<file path="src/rtl/ms_stopwatch_pkg.sv">
// Shared types and constants for the millisecond stopwatch.
// Imported by the digit slice and the top.
package ms_stopwatch_pkg;

  typedef enum logic [1:0] {
    IDLE = 2'd0,
    RUN  = 2'd1,
    STOP = 2'd2
  } sw_state_t;

  localparam int         DIG_W   = 4;
  localparam logic [3:0] BCD_MAX = 4'd9;

endpackage

</file>
<file path="src/rtl/ms_stopwatch_bcd_digit.sv">
// One BCD digit of the cascaded stopwatch counter.
// carry fires on the tick that rolls this digit from 9 to 0.
import ms_stopwatch_pkg::*;

module bcd_digit (
  input  logic             clk,
  input  logic             rst,
  input  logic             clr,
  input  logic             inc,
  output logic [DIG_W-1:0] q,
  output logic             carry
);

  logic [DIG_W-1:0] q_q;

  assign q     = q_q;
  assign carry = inc && (q_q == BCD_MAX);

  always_ff @(posedge clk) begin
    if (rst || clr) begin
      q_q <= '0;
    end else if (inc) begin
      q_q <= (q_q == BCD_MAX) ? '0 : q_q + 4'd1;
    end
  end

endmodule

</file>
<file path="src/rtl/ms_stopwatch.sv">
// Millisecond BCD stopwatch: run/stop FSM, lap freeze, sticky wrap flag.
// Digits are chained by carry; the last carry marks a wrap.
import ms_stopwatch_pkg::*;

module ms_stopwatch #(
  parameter int N_DIG = 4
) (
  input  logic                   clk,
  input  logic                   rst,
  input  logic                   ce,
  input  logic                   start_stop,
  input  logic                   clr,
  input  logic                   lap,
  output logic [DIG_W*N_DIG-1:0] cnt,
  output logic [DIG_W*N_DIG-1:0] disp,
  output logic                   run,
  output logic                   lap_hold,
  output logic                   ovf
);

  localparam int W = DIG_W * N_DIG;

  sw_state_t   state_q, state_d;
  logic [W-1:0] lap_q;
  logic         lap_hold_q, lap_hold_d;
  logic         lap_load;
  logic         run_q;
  logic         ovf_q;
  logic [N_DIG:0] inc_c;

  // Ticks count on the registered state, so a stop still counts its tick.
  assign inc_c[0] = ce && (state_q == RUN);

  for (genvar k = 0; k < N_DIG; k++) begin : g_dig
    bcd_digit u_dig (
      .clk   (clk),
      .rst   (rst),
      .clr   (clr),
      .inc   (inc_c[k]),
      .q     (cnt[DIG_W*k +: DIG_W]),
      .carry (inc_c[k+1])
    );
  end

  always_comb begin
    state_d    = state_q;
    lap_hold_d = lap_hold_q;
    lap_load   = 1'b0;
    if (clr) begin
      state_d    = IDLE;
      lap_hold_d = 1'b0;
    end else begin
      if (start_stop) begin
        unique case (state_q)
          IDLE:    state_d = RUN;
          RUN:     state_d = STOP;
          STOP:    state_d = RUN;
          default: state_d = IDLE;
        endcase
      end
      if (lap) begin
        unique case (state_q)
          RUN: begin
            lap_hold_d = !lap_hold_q;
            lap_load   = !lap_hold_q;
          end
          STOP:    lap_hold_d = 1'b0;
          default: lap_hold_d = lap_hold_q;
        endcase
      end
    end
  end

  always_ff @(posedge clk) begin
    if (rst) begin
      state_q    <= IDLE;
      lap_q      <= '0;
      lap_hold_q <= 1'b0;
      run_q      <= 1'b0;
      ovf_q      <= 1'b0;
    end else begin
      state_q    <= state_d;
      lap_hold_q <= lap_hold_d;
      run_q      <= (state_d == RUN);
      if (clr) begin
        lap_q <= '0;
      end else if (lap_load) begin
        lap_q <= cnt;
      end
      if (clr) begin
        ovf_q <= 1'b0;
      end else if (inc_c[N_DIG]) begin
        ovf_q <= 1'b1;
      end
    end
  end

  assign run      = run_q;
  assign lap_hold = lap_hold_q;
  assign ovf      = ovf_q;
  assign disp     = lap_hold_q ? lap_q : cnt;

endmodule

</file>
<file path="config.mk">
export PLATFORM = sky130hd
export DESIGN_NAME = ms_stopwatch
export DESIGN_NICKNAME = d
export VERILOG_FILES = /design/src/rtl/ms_stopwatch_pkg.sv /design/src/rtl/ms_stopwatch_bcd_digit.sv /design/src/rtl/ms_stopwatch.sv
export SDC_FILE = /design/constraint.sdc
export NUM_CORES = 1
export LEC_CHECK = 0
export CAP_MARGIN = 20
export CORE_ASPECT_RATIO = 1.25
export CORE_MARGIN = 4
export CORE_UTILIZATION = 44
export CTS_CLUSTER_DIAMETER = 200
export DETAILED_ROUTE_END_ITERATION = 10
export PLACE_DENSITY_LB_ADDON = 0.2
export SETUP_SLACK_MARGIN = 0.2
export SKIP_CTS_REPAIR_TIMING = 1
export SLEW_MARGIN = 40
export SYNTH_ARGS = -nofsm -noshare
export SYNTH_HDL_FRONTEND = slang
export SYNTH_SLANG_ARGS = --single-unit
export TNS_END_PERCENT = 100
</file>
<file path="constraint.sdc">
create_clock -name clk -period 1.9 [get_ports clk]
set_input_delay 0.57 -clock clk [delete_from_list [all_inputs] [get_ports clk]]
set_output_delay 0.57 -clock clk [all_outputs]
set_load 0.05 [all_outputs]
</file>
# Yosys cells after proc, flatten, opt, wreduce, memory -nomap -nowiden
# Index checks and enable logic that the tools add are counted.
dict set report op_classes {
  n_eq_ne 7
  n_mux 12
  n_reduce_logical 12
  addsub 4
}
# op n
set op_table {}
lappend op_table {{4-bit by 1-bit adder with 4-bit output (second input constant)} 4}
lappend op_table {{4-bit == test (second input constant)} 4}
lappend op_table {{16-bit two-way mux} 1}
lappend op_table {{4-bit two-way mux} 4}
lappend op_table {{1-bit logical AND} 5}
lappend op_table {{2-bit by 1-bit == test with 1-bit output (second input constant)} 2}
lappend op_table {{2-bit two-way mux} 2}
lappend op_table {{2-bit one-hot mux with 2 select lines} 1}
lappend op_table {{2-bit OR reduction} 2}
lappend op_table {{1-bit two-way mux} 3}
lappend op_table {{2-bit == test (second input constant)} 1}
lappend op_table {{2-bit logical NOT} 1}
lappend op_table {{1-bit one-hot mux with 2 select lines} 1}
lappend op_table {{2-bit AND reduction} 1}
lappend op_table {{2-bit nonzero test} 1}
lappend op_table {{1-bit logical NOT} 1}
lappend op_table {{1-bit logical OR} 1}
dict set report totals {
  inputBits 6
  out_inout_bits 35
  word_cells 44
  register_bits 37
}

# Logic depth before layout (Yosys ltp)
dict set report logic_depth {
  depth_word 6
  mapped_depth 8
  ltp_nobuf 6
}

# Hierarchy
# From an unflattened synthesis, not the netlist that was laid out.
dict set report unflattened {
  cells_unflattened 198
  area_unflattened_um2 2083.2
}
# module n_inst cells_each seq_area_each_um2 area_per_inst_um2
set by_module_without_submodules {}
lappend by_module_without_submodules {ms_stopwatch 1 118 420.4 1312.5}
lappend by_module_without_submodules {bcd_digit 4 20 80.1 192.7}

# Least setup slack after synthesis
# OpenSTA, ideal clock, no wires.
dict set report synth_timing {
  path_kind {flip-flop to output port}
  from {reg lap_hold_q, in the netlist lap_hold}
  to {out disp[10]}
  required_time_ps 1330
  t_arrival_ps 2128
  path_slack_ps -798
  path_stages_with_launch 4
  path_buffers 2
  cell_sequence {dfxtp_1 buf_1 clkbuf_1 o21ai_0}
}
dict set report synth_between {
  elab_chain_cells 1
}
# item line_no
set synth_lines {}
lappend synth_lines {{start, declared} ms_stopwatch.sv:25} ;# logic lap_hold_q, lap_hold_d;
lappend synth_lines {{start signal, assigned} ms_stopwatch.sv:83} ;# lap_hold_q <= lap_hold_d;
lappend synth_lines {{16-bit two-way mux} ms_stopwatch.sv:101} ;# assign disp = lap_hold_q ? lap_q : cnt;
lappend synth_lines {{end, declared} ms_stopwatch.sv:15} ;# output logic [DIG_W*N_DIG-1:0] disp,
# Every way passes these cells.

# Worst setup path in the final report
dict set report layout_timing {
  from {reg lap_hold_q, in the netlist lap_hold}
  to {out disp[6]}
}
# Same word-level chain as after synthesis.

==> summary.txt <==
Logic synthesis
  • Synthesized instance count: ~210
  • Syn avg cell area: 8.45 um2
  • #FFs+latches synth: 37
  • Yosys warns: 0
  • Distinct cells, synth: 35
  • Synthesized area: about 0.0018 mm2
  • Register area share after synthesis: 0.415
  • Syn nets: between 200 and 250

Worst setup path
  • CP max stage cell: dfxtp_4
  • Critical path peak fanout: 6
  • Required time of the critical path: approximately 1.3 ns
  • Crit. End Element: primary output
  • CP Launch Type: register
  • Critical path's top delay family: flip-flops
  • Critical path buffers and inverters: 2
  • CP arrival: 1.34 ns
  • Slowest stage delay, CP: 0.42 ns
  • Crit-path cells: clkbuf_16 > mux2_4 > buf_8
  • Setup CP Type: register to primary output

Power and ir drop
  • PwrDens: 551 mW/mm2
  • Maximum vdd ir drop: slightly below 500 uV
  • NetSw: about 330 uW
  • Internal power: 1.14 mW
  • Pleak: 1.06 nW
  • Switch share: 0.222
  • Comb pwr share: 0.058
  • Clk network pwr share: 0.411
  • Share of power burned in registers: 0.531

Status
  • Failing checks: negative setup slack
  • Status: finished with violations

Layout
  • N_diodes: 0
  • Fin util: 0.694
  • Filler cells: ~310
  • Area grow syn2layout: 49.7%
  • Final nets: 269
  • Post-Layout Cell Count: between 300 and 400
  • Most frequent cells in the layout: nand2_1, a21oi_1, buf_4, dfxtp_1
  • Share of layout cells above drive strength 1: 0.391
  • Commonest non-fill, non-tap cell in the layout: nand2_1

Placement
  • # port buffers: 40
  • Dpl hpwl: roughly 2.7 mm
  • RePlAce Congestion: 0.706
  • Cell total after placement: 300

Timing
  • Min setup slack post-route: -0.00961 ns
  • Period utilization: 1.01
  • Worst-Margin Slew: 0.330 ns
  • Fmax: ~0.52 GHz
  • Final Skew: between 0.002 and 0.003 ns
  • Final critical-path required period: roughly 1.9 ns
  • RSZ-0062 raised after global routing: yes
  • Final Max Slew Viols: 0
  • Final setup viols: 4
  • Final count of hold timing violations: 0
  • Max-slew headroom: 0.780

GRT
  • Antenna violations before repair: 0
  • Vias in the first global route: roughly 1400
  • GRT Util Overall: 0.159
  • Total gr overflow: 0
  • Global-route wire length before repair: between 6 and 7 mm
  • Largest net degree at the start of global routing: 24

Die
  • Die H: ~80 um
  • Die ar.: around 0.005 mm2
  • Initial Util: 0.463
  • Die W: ~65 um
  • Core Box Area: ~0.0038 mm2
  • # rows: 25
  • I/O pin count: a little over 40

Route
  • DRT Pass-1 Iters: 4
  • Routed vias: around 1600
  • Routed Wire Length: 4.17 mm
  • Post-route ant nets: 0
  • DR WL/cell: ~13 um
  • DRT iter0 DRCs: 60
  • Remaining DRCs: 0
  • Vias per cell: roughly 5

Clocking
  • H-tree Lvls: 2
  • CTS clk-pin slew, worst paths: 0.07 ns
  • Total CTS buffers: 5
  • Longest Clk Path Bufs: 2
  • Worst skew pair latency: just under 0.3 ns
  • Clock sink count: 37
  • CTS Root Cell: clkbuf_8
  • TritonCTS clock tree: built

Flow run
  • Max-Cap Viols: 0

Hold path
  • Hold Crit Class: register to register
-- path summary, 6_finish.rpt --
path / from / endpoint / slack, ns / cells after the start
worst max-delay path: lap_hold / disp[6] / -0.01 / 3
worst min-delay path: lap_q[14] / lap_q[14] / 0.46 / 2
worst max register to register: state_q[1] / g_dig[3].u_dig.q[3] / 0.30 / 6
worst min register to register: lap_q[14] / lap_q[14] / 0.46 / 2
-- routing by layer --
| metal | routed length, um | global-route usage | part of all wire |
|---|---|---|---|
| met1 | 1740 | 0.186 | 0.42 |
| met2 | 2160 | 0.269 | 0.52 |
| met3 | 212 | 0.0467 | 0.051 |
| met4 | 58 | 0.0634 | 0.014 |
| met5 | 0 | 0 | 0 |
-- cell usage after synthesis --
| cell | count | share of area |
|---|---|---|
| nor3_1 | 1 | 0.0028 |
| mux2i_1 | 3 | 0.017 |
| buf_2 | 2 | 0.0056 |
| or2_2 | 2 | 0.0070 |
| o21ai_0 | 9 | 0.025 |
| or4_1 | 1 | 0.0042 |
| nand4_1 | 4 | 0.014 |
| or4b_1 | 1 | 0.0056 |
| a31oi_1 | 2 | 0.0070 |
| nor2_1 | 14 | 0.029 |
| inv_1 | 5 | 0.011 |
| dfxtp_1 | 37 | 0.42 |
| a21oi_1 | 25 | 0.070 |
| xnor2_1 | 3 | 0.015 |
| clkbuf_1 | 8 | 0.017 |
| ha_1 | 3 | 0.021 |
| and2b_1 | 1 | 0.0042 |
| and3_1 | 2 | 0.0070 |
| nand3_1 | 4 | 0.011 |
| o21a_1 | 1 | 0.0042 |
| nor3b_1 | 3 | 0.013 |
| buf_1 | 1 | 0.0021 |
| nor2b_1 | 4 | 0.014 |
| nand3b_1 | 1 | 0.0042 |
| and4b_1 | 1 | 0.0056 |
| buf_6 | 3 | 0.019 |
| and4bb_1 | 1 | 0.0070 |
| or3_1 | 3 | 0.011 |
| nand2_1 | 43 | 0.091 |
| nand4_2 | 1 | 0.0070 |
| mux2_2 | 14 | 0.088 |
| nand4b_1 | 1 | 0.0049 |
| and4bb_4 | 1 | 0.0091 |
| and4bb_2 | 1 | 0.0070 |
| xor2_1 | 5 | 0.025 |
-- kinds of logic (layout without fill, tap and decap cells) --
| family | after synthesis | after routing | share of synthesized area |
|---|---|---|---|
| AO/OA/AOI/OAI | 37 | 37 | 0.107 |
| adder cells (fa/ha/maj) | 3 | 3 | 0.0211 |
| flip-flops | 37 | 37 | 0.415 |
| buffers and inverters | 19 | 69 | 0.0540 |
| AND/OR/NAND/NOR | 90 | 90 | 0.258 |
| XOR/XNOR | 8 | 8 | 0.0393 |
| multiplexers | 17 | 17 | 0.105 |
-- power groups by stage --
| stage | Combinational (mW) | Sequential, mW | Clock, mW |
|---|---|---|---|
| after CTS | 0.0706 | 0.782 | 0.617 |
| after detailed placement | 0.0700 | 0.800 | 0 |
| after global placement | 0.0703 | 0.800 | 0 |
| after floorplan | 0.0363 | 0.803 | 0 |
| after global routing | 0.0931 | 0.781 | 0.658 |
| final | 0.0858 | 0.781 | 0.605 |
-- stage by stage --
step / hold slack, ns / setup WS [ns] / power [mW] / cell area (um2) / TNS [ns]
floorplan: 0.433 / 0.183 / 0.839 / 1880 / 0
global placement: 0.438 / -0.160 / 0.870 / 2320 / -0.585
detailed placement: 0.447 / -0.180 / 0.870 / 2320 / -0.726
CTS: 0.457 / -0.143 / 1.47 / 2420 / -1.47
global route: 0.477 / -0.0482 / 1.53 / 2670 / -0.381
finish: 0.456 / -0.00961 / 1.47 / 2670 / -0.0206
-- final cells by class --
cell class | count | area, um2 | area share
clock buffers | 7 | 96.3 | 0.0361
clock inverters | 1 | 5.00 | 0.00188
well taps | 54 | 67.6 | 0.0253
inverters | 5 | 18.8 | 0.00703
multi-input cells | 155 | 1040 | 0.391
flip-flops and latches | 37 | 766 | 0.287
repair buffers | 56 | 673 | 0.252
-- worst register-to-register path: stages (launching register included) --
cell and delay (ns):
dfxtp_1 0.34, inv_2 0.09, ha_4 0.15, and3_4 0.20
nand4_2 0.08, or4b_1 0.52, a31oi_1 0.16
-- state kept, by name, summed over array words and instances (netlist names) --
| register | count |
|---|---|
| lap_q | 16 |
| run | 1 |
| ovf | 1 |
| state_q | 2 |
| g_dig.u_dig.q | 16 |
| lap_hold | 1 |
Note: power is estimated with default switching activity, not from simulation.
==> edit 1: new RTL, same flow settings <==
The 3 states of `sw_state_t` get a one-hot encoding in 3 bits.
--- a/src/rtl/ms_stopwatch_pkg.sv
+++ b/src/rtl/ms_stopwatch_pkg.sv
@@ -2,10 +2,10 @@
 // Imported by the digit slice and the top.
 package ms_stopwatch_pkg;
 
-  typedef enum logic [1:0] {
-    IDLE = 2'd0,
-    RUN  = 2'd1,
-    STOP = 2'd2
+  typedef enum logic [2:0] {
+    IDLE = 3'b001,
+    RUN  = 3'b010,
+    STOP = 3'b100
   } sw_state_t;
 
   localparam int         DIG_W   = 4;
Function: no difference found for any inputs over 10 cycles, from zero or initial values and one cycle with rst high; not proved beyond that.
==> edit 1 against the unedited design <==
- the flow still finishes with violations (negative setup slack)
- combinational power decreased by 31%
- sequential cell count increased by 1
- final area increased by 10%
- non-clock buffer count increased by 13
- wire length increased by 17%
- worst setup slack improved by 0.0054 ns
- area after synthesis increased by 7.6%
- total power decreased by 2.7%
- global-route usage increased by 1.8 points
- clock skew increased by 0.0015 ns
- sequential share of layout area decreased by 1.7 points
- first-iteration DRC count increased by 47%
- die area increased by 6.8%
- critical endpoint is now disp[0]
==> edit 1: results (changes against the unedited design) <==
depth of the CTS H-tree 2 (unchanged); share of the yosys chip area belonging to registers 0.3963 (-0.01909); critical-path maximum fanout 8 (+2); post-layout net count 298 (+11%); endpoint of the most critical setup path disp[0]; least setup slack across all paths after layout -0.004166 ns (+0.005444 ns); Setup Viol. Count Final 5 (+1); via count of the routed design 1841 (+14%); terminus of the critical flop-to-flop path g_dig[3].u_dig.q[3]; run status complete, but fails checks; reg2reg start state_q[0]; Overall Global Routing Usage 0.1769 (+0.01785); met2 routed WL 2572 um (+19%); fraction of final layout cells with drive strength greater than 1 0.4130 (+0.02216); Post-Syn Nets 238 (+8.2%); largest cells by area after synthesis dfxtp_1, nand2_1, a21oi_1; violations in the final reports negative setup slack; via count of the first global-routing pass 1599 (+16%); maximum number of pins on one net before global-route repair 21 (-13%); XOR/XNOR share of the synthesized area 0.02738 (-0.01192); tightest hold margin 0.4578 ns (+0.001328 ns); count of fill cells added during filler insertion 339 (+8.7%); Worst Max-Slew Pin Slew 0.3153 ns (-0.01458 ns); Hold/Removal Path Class flop to flop; met3 WL 200 um (-5.7%); register-to-register path setup slack 0.23 ns (-0.07 ns); peak supply drop 0.4069 mV (-15%); Final HPWL DP 3325 um (+24%); Static Leak 1.115 nW (+5.2%); Max Used Layer met4; Pins Over Slew Limit 0 (unchanged); global-route wire length before repair 7527 um (+18%); routed length on met1 2051 um (+18%); mux cell area share after synthesis 0.08083 (-0.02443); worst clock skew 0.004114 ns (+0.001472 ns); GPL Wtd Cong 0.8395 (+19%); WL/cell 13.96 um (+5.4%); fraction of the mapped netlist area in compound gates 0.1493 (+0.04262); Synth Area in Adders 0 (-0.02105); 1st-iter DRT viols 88 (+47%); commonest cells in the synthesized netlist nand2_1, dfxtp_1, a21oi_1; number of distinct library cells after synthesis 45 (+29%)
==> edit 1: final cells by class <==
cell class	count	share of cell area
clock inverters	2	0.004252
repair buffers	69	0.2657
multi-input cells	173	0.4018
flip-flops and latches	38	0.2700
clock buffers	6	0.02806
inverters	5	0.006378
well taps	56	0.02381
==> edit 1: metal layers <==
layer / vias up / global-route usage
met5: - / 0
met4: 0 / 0.04462
met3: 5 / 0.03967
met2: 36 / 0.3127
met1: 872 / 0.2145
li1: 928 / -
==> edit 1: worst min-delay path by stage <==
stage | startpoint | end | depth (start not counted)
final | lap_q[1] | lap_q[1] | 2
after global routing | lap_q[10] | lap_q[10] | 2
after CTS | lap_q[10] | lap_q[10] | 2
after detailed placement | lap_q[10] | lap_q[10] | 2
after global placement | lap_q[15] | lap_q[15] | 2
after floorplan | lap_q[15] | lap_q[15] | 2
==> edit 1: cell families (layout without fill, tap and decap cells) <==
family / after synthesis / count (layout)
simple gates: 101 / 102
flops: 38 / 38
compound gates: 51 / 51
mux: 14 / 14
xor+xnor: 6 / 6
buf+inv: 22 / 82
==> edit 1: metrics by stage <==
stage	setup TNS, ns	area (sq um)	worst slack (ns)	power [mW]	std cells
CTS	-0.6872	2726	-0.07968	1.446	336
global route	-0.5352	2943	-0.05077	1.498	349
global placement	-1.300	2631	-0.2012	0.8752	328
finish	-0.01286	2943	-0.004166	1.432	349
detailed placement	-1.621	2631	-0.2361	0.8761	328
floorplan	0	2088	0.09914	0.8494	232
==> edit 1: critical path, stage by stage, from the launching register on <==
cell,delay [ns]
dfxtp_4,0.44
buf_12,0.15
mux2_4,0.30
buf_6,0.15
==> edit 1: where the power goes <==
group / total, mW / internal (mW) / switching, mW
combinational: 0.0594 / 0.0275 / 0.0319
clock: 0.575 / 0.292 / 0.284
sequential: 0.798 / 0.792 / 0.00506
==> edit 2: new RTL, same settings <==
Made on the original files. Set the parameter `N_DIG` to 5 (it was 4).
--- a/src/rtl/ms_stopwatch.sv
+++ b/src/rtl/ms_stopwatch.sv
@@ -3,7 +3,7 @@
 import ms_stopwatch_pkg::*;
 
 module ms_stopwatch #(
-  parameter int N_DIG = 4
+  parameter int N_DIG = 5
 ) (
   input  logic                   clk,
   input  logic                   rst,
Ports: changed (resized cnt and disp); port bits go from 41 to 49. The function was not compared with the original's and may differ.
==> edit 2 against the unedited design <==
- the run still ends with negative setup slack left
- area after synthesis up 25%
- hold slack worse by 0.0023 ns
- sequential cell count up 8
- final area up 24%
- wire length up 34%
- clock skew up 0.0080 ns
- first-iteration DRC count rose to 2.8 times the old value
- register-to-register slack worse by 0.09 ns
- total power up 19%
- worst setup slack worse by 0.0040 ns
- sequential power up 20%
- critical path depth unchanged
- largest power group unchanged
==> edit 2: results (changes against the unedited design) <==
Final HPWL DP 3541 um (+32%); run status complete, but fails checks; number of instances in the synthesized netlist 266 (+26%); via/cell ratio 5.328 (+4.1%); via count of the first global-routing pass 1883 (+36%); least setup slack across all paths after layout -0.01364 ns (-0.004027 ns); cell total after placement 369 (+23%); primary flip-flop cell chosen by synthesis mapping dfxtp_1; Hold Path Cell Cnt 2 (unchanged); count of fill cells added during filler insertion 362 (+16%); GPL Wtd Cong 0.7996 (+13%); maximum cell stage delay along the critical path 0.44 ns (+0.02 ns); total of warnings raised by yosys 0 (unchanged); Static Leak 1.279 nW (+21%); depth of the CTS H-tree 2 (unchanged); worst skew pair latency 0.30 ns; commonest cells in the synthesized netlist nand2_1, dfxtp_1, a21oi_1; Overall Global Routing Usage 0.1718 (+0.01273); Register-to-Register Path Depth 4 (-2); worst clock skew 0.01060 ns (+0.007956 ns); diode count 0 (unchanged); global-route wire length before repair 8597 um (+35%); arrival time at the worst endpoint 1.34 ns (about the same); share of the yosys chip area belonging to registers 0.4056 (-0.009805); largest cells by area after synthesis dfxtp_1, nand2_1, mux2_2; mux cell area share after synthesis 0.09070 (-0.01456); number of iterations in the first detailed-routing pass 4 (unchanged); asr flop ratio synth 0 (unchanged); switching share of total power 0.2184 (-0.004023); clock transition at the register clock pins on the worst setup and hold paths after CTS 0.08 ns; via count of the routed design 2062 (+28%); Setup Viol. Count Final 4 (unchanged); Synth Area in Adders 0.01690 (-0.004151); number of antenna violations at the first check in global routing 0 (unchanged); root buffer cell clkbuf_8; slowest stage cell, crit path dfxtp_4; fraction of final layout cells with drive strength greater than 1 0.3884 (-0.002425); maximum number of pins on one net before global-route repair 30 (+25%); critical-path maximum fanout 6 (unchanged); number of buffer cells added on primary ports 48 (+20%); violations in the final reports negative setup slack; Max clock buf depth 2 (unchanged); post-layout net count 335 (+25%); number of buffers created by CTS 5 (unchanged); Hold/Removal Path Class flop to flop; number of distinct library cells after synthesis 45 (+29%); fraction of the mapped netlist area in compound gates 0.1397 (+0.03305); detailed-route wire length 5570 um (+34%); peak supply drop 0.4300 mV (-11%); 1st-iter DRT viols 168 (+180%); Worst Max-Slew Pin Slew 0.4995 ns (+0.1695 ns); XOR/XNOR share of the synthesized area 0.03155 (-0.007749); kind of cell adding the most delay to the critical path flip-flops; Post-Syn Nets 275 (+25%)
edit 2: final timing paths:
check	startpoint	end	slack (ns)
max	lap_hold	disp[19]	-0.01
min	lap_q[17]	lap_q[17]	0.45
max reg2reg	g_dig[0].u_dig.q[3]	g_dig[2].u_dig.q[1]	0.21
min reg2reg	lap_q[17]	lap_q[17]	0.45
edit 2: power by group through the flow:
| stage | Combinational, mW | Clock (mW) | Sequential, mW |
|---|---|---|---|
| floorplan | 0.0447 | 0 | 0.969 |
| global placement | 0.0792 | 0 | 0.966 |
| detailed placement | 0.0813 | 0 | 0.966 |
| CTS | 0.0813 | 0.729 | 0.944 |
| global route | 0.109 | 0.757 | 0.942 |
| finish | 0.100 | 0.714 | 0.941 |
edit 2: per-layer routing:
metal,track usage,vias up,share of wire
li1,-,1034,-
met1,0.2009,969,0.42
met2,0.3144,51,0.51
met3,0.02887,8,0.050
met4,0.05641,0,0.017
met5,0,-,0
edit 2: final cells by class:
type / instances / share of cell area
Clock buffer: 6 / 0.02190
Clock inverter: 2 / 0.01057
Inverter: 6 / 0.006795
Multi-Input combinational cell: 196 / 0.4092
Sequential cell: 45 / 0.2827
Tap cell: 60 / 0.02265
Timing Repair Buffer: 72 / 0.2461
edit 2: through the flow:
step                  util  hold WS, ns  cell area (sq um)  setup WS (ns)  setup TNS (ns)
floorplan                -       0.4329               2406         0.1734               0
global route        0.6906       0.4767               3314       -0.05036         -0.6158
finish              0.6906       0.4542               3314       -0.01364        -0.02507
CTS                 0.6277       0.4592               3013        -0.2235          -3.172
detailed placement  0.6053       0.4471               2905        -0.3244          -3.749
global placement    0.6053       0.4381               2905        -0.2888          -2.667
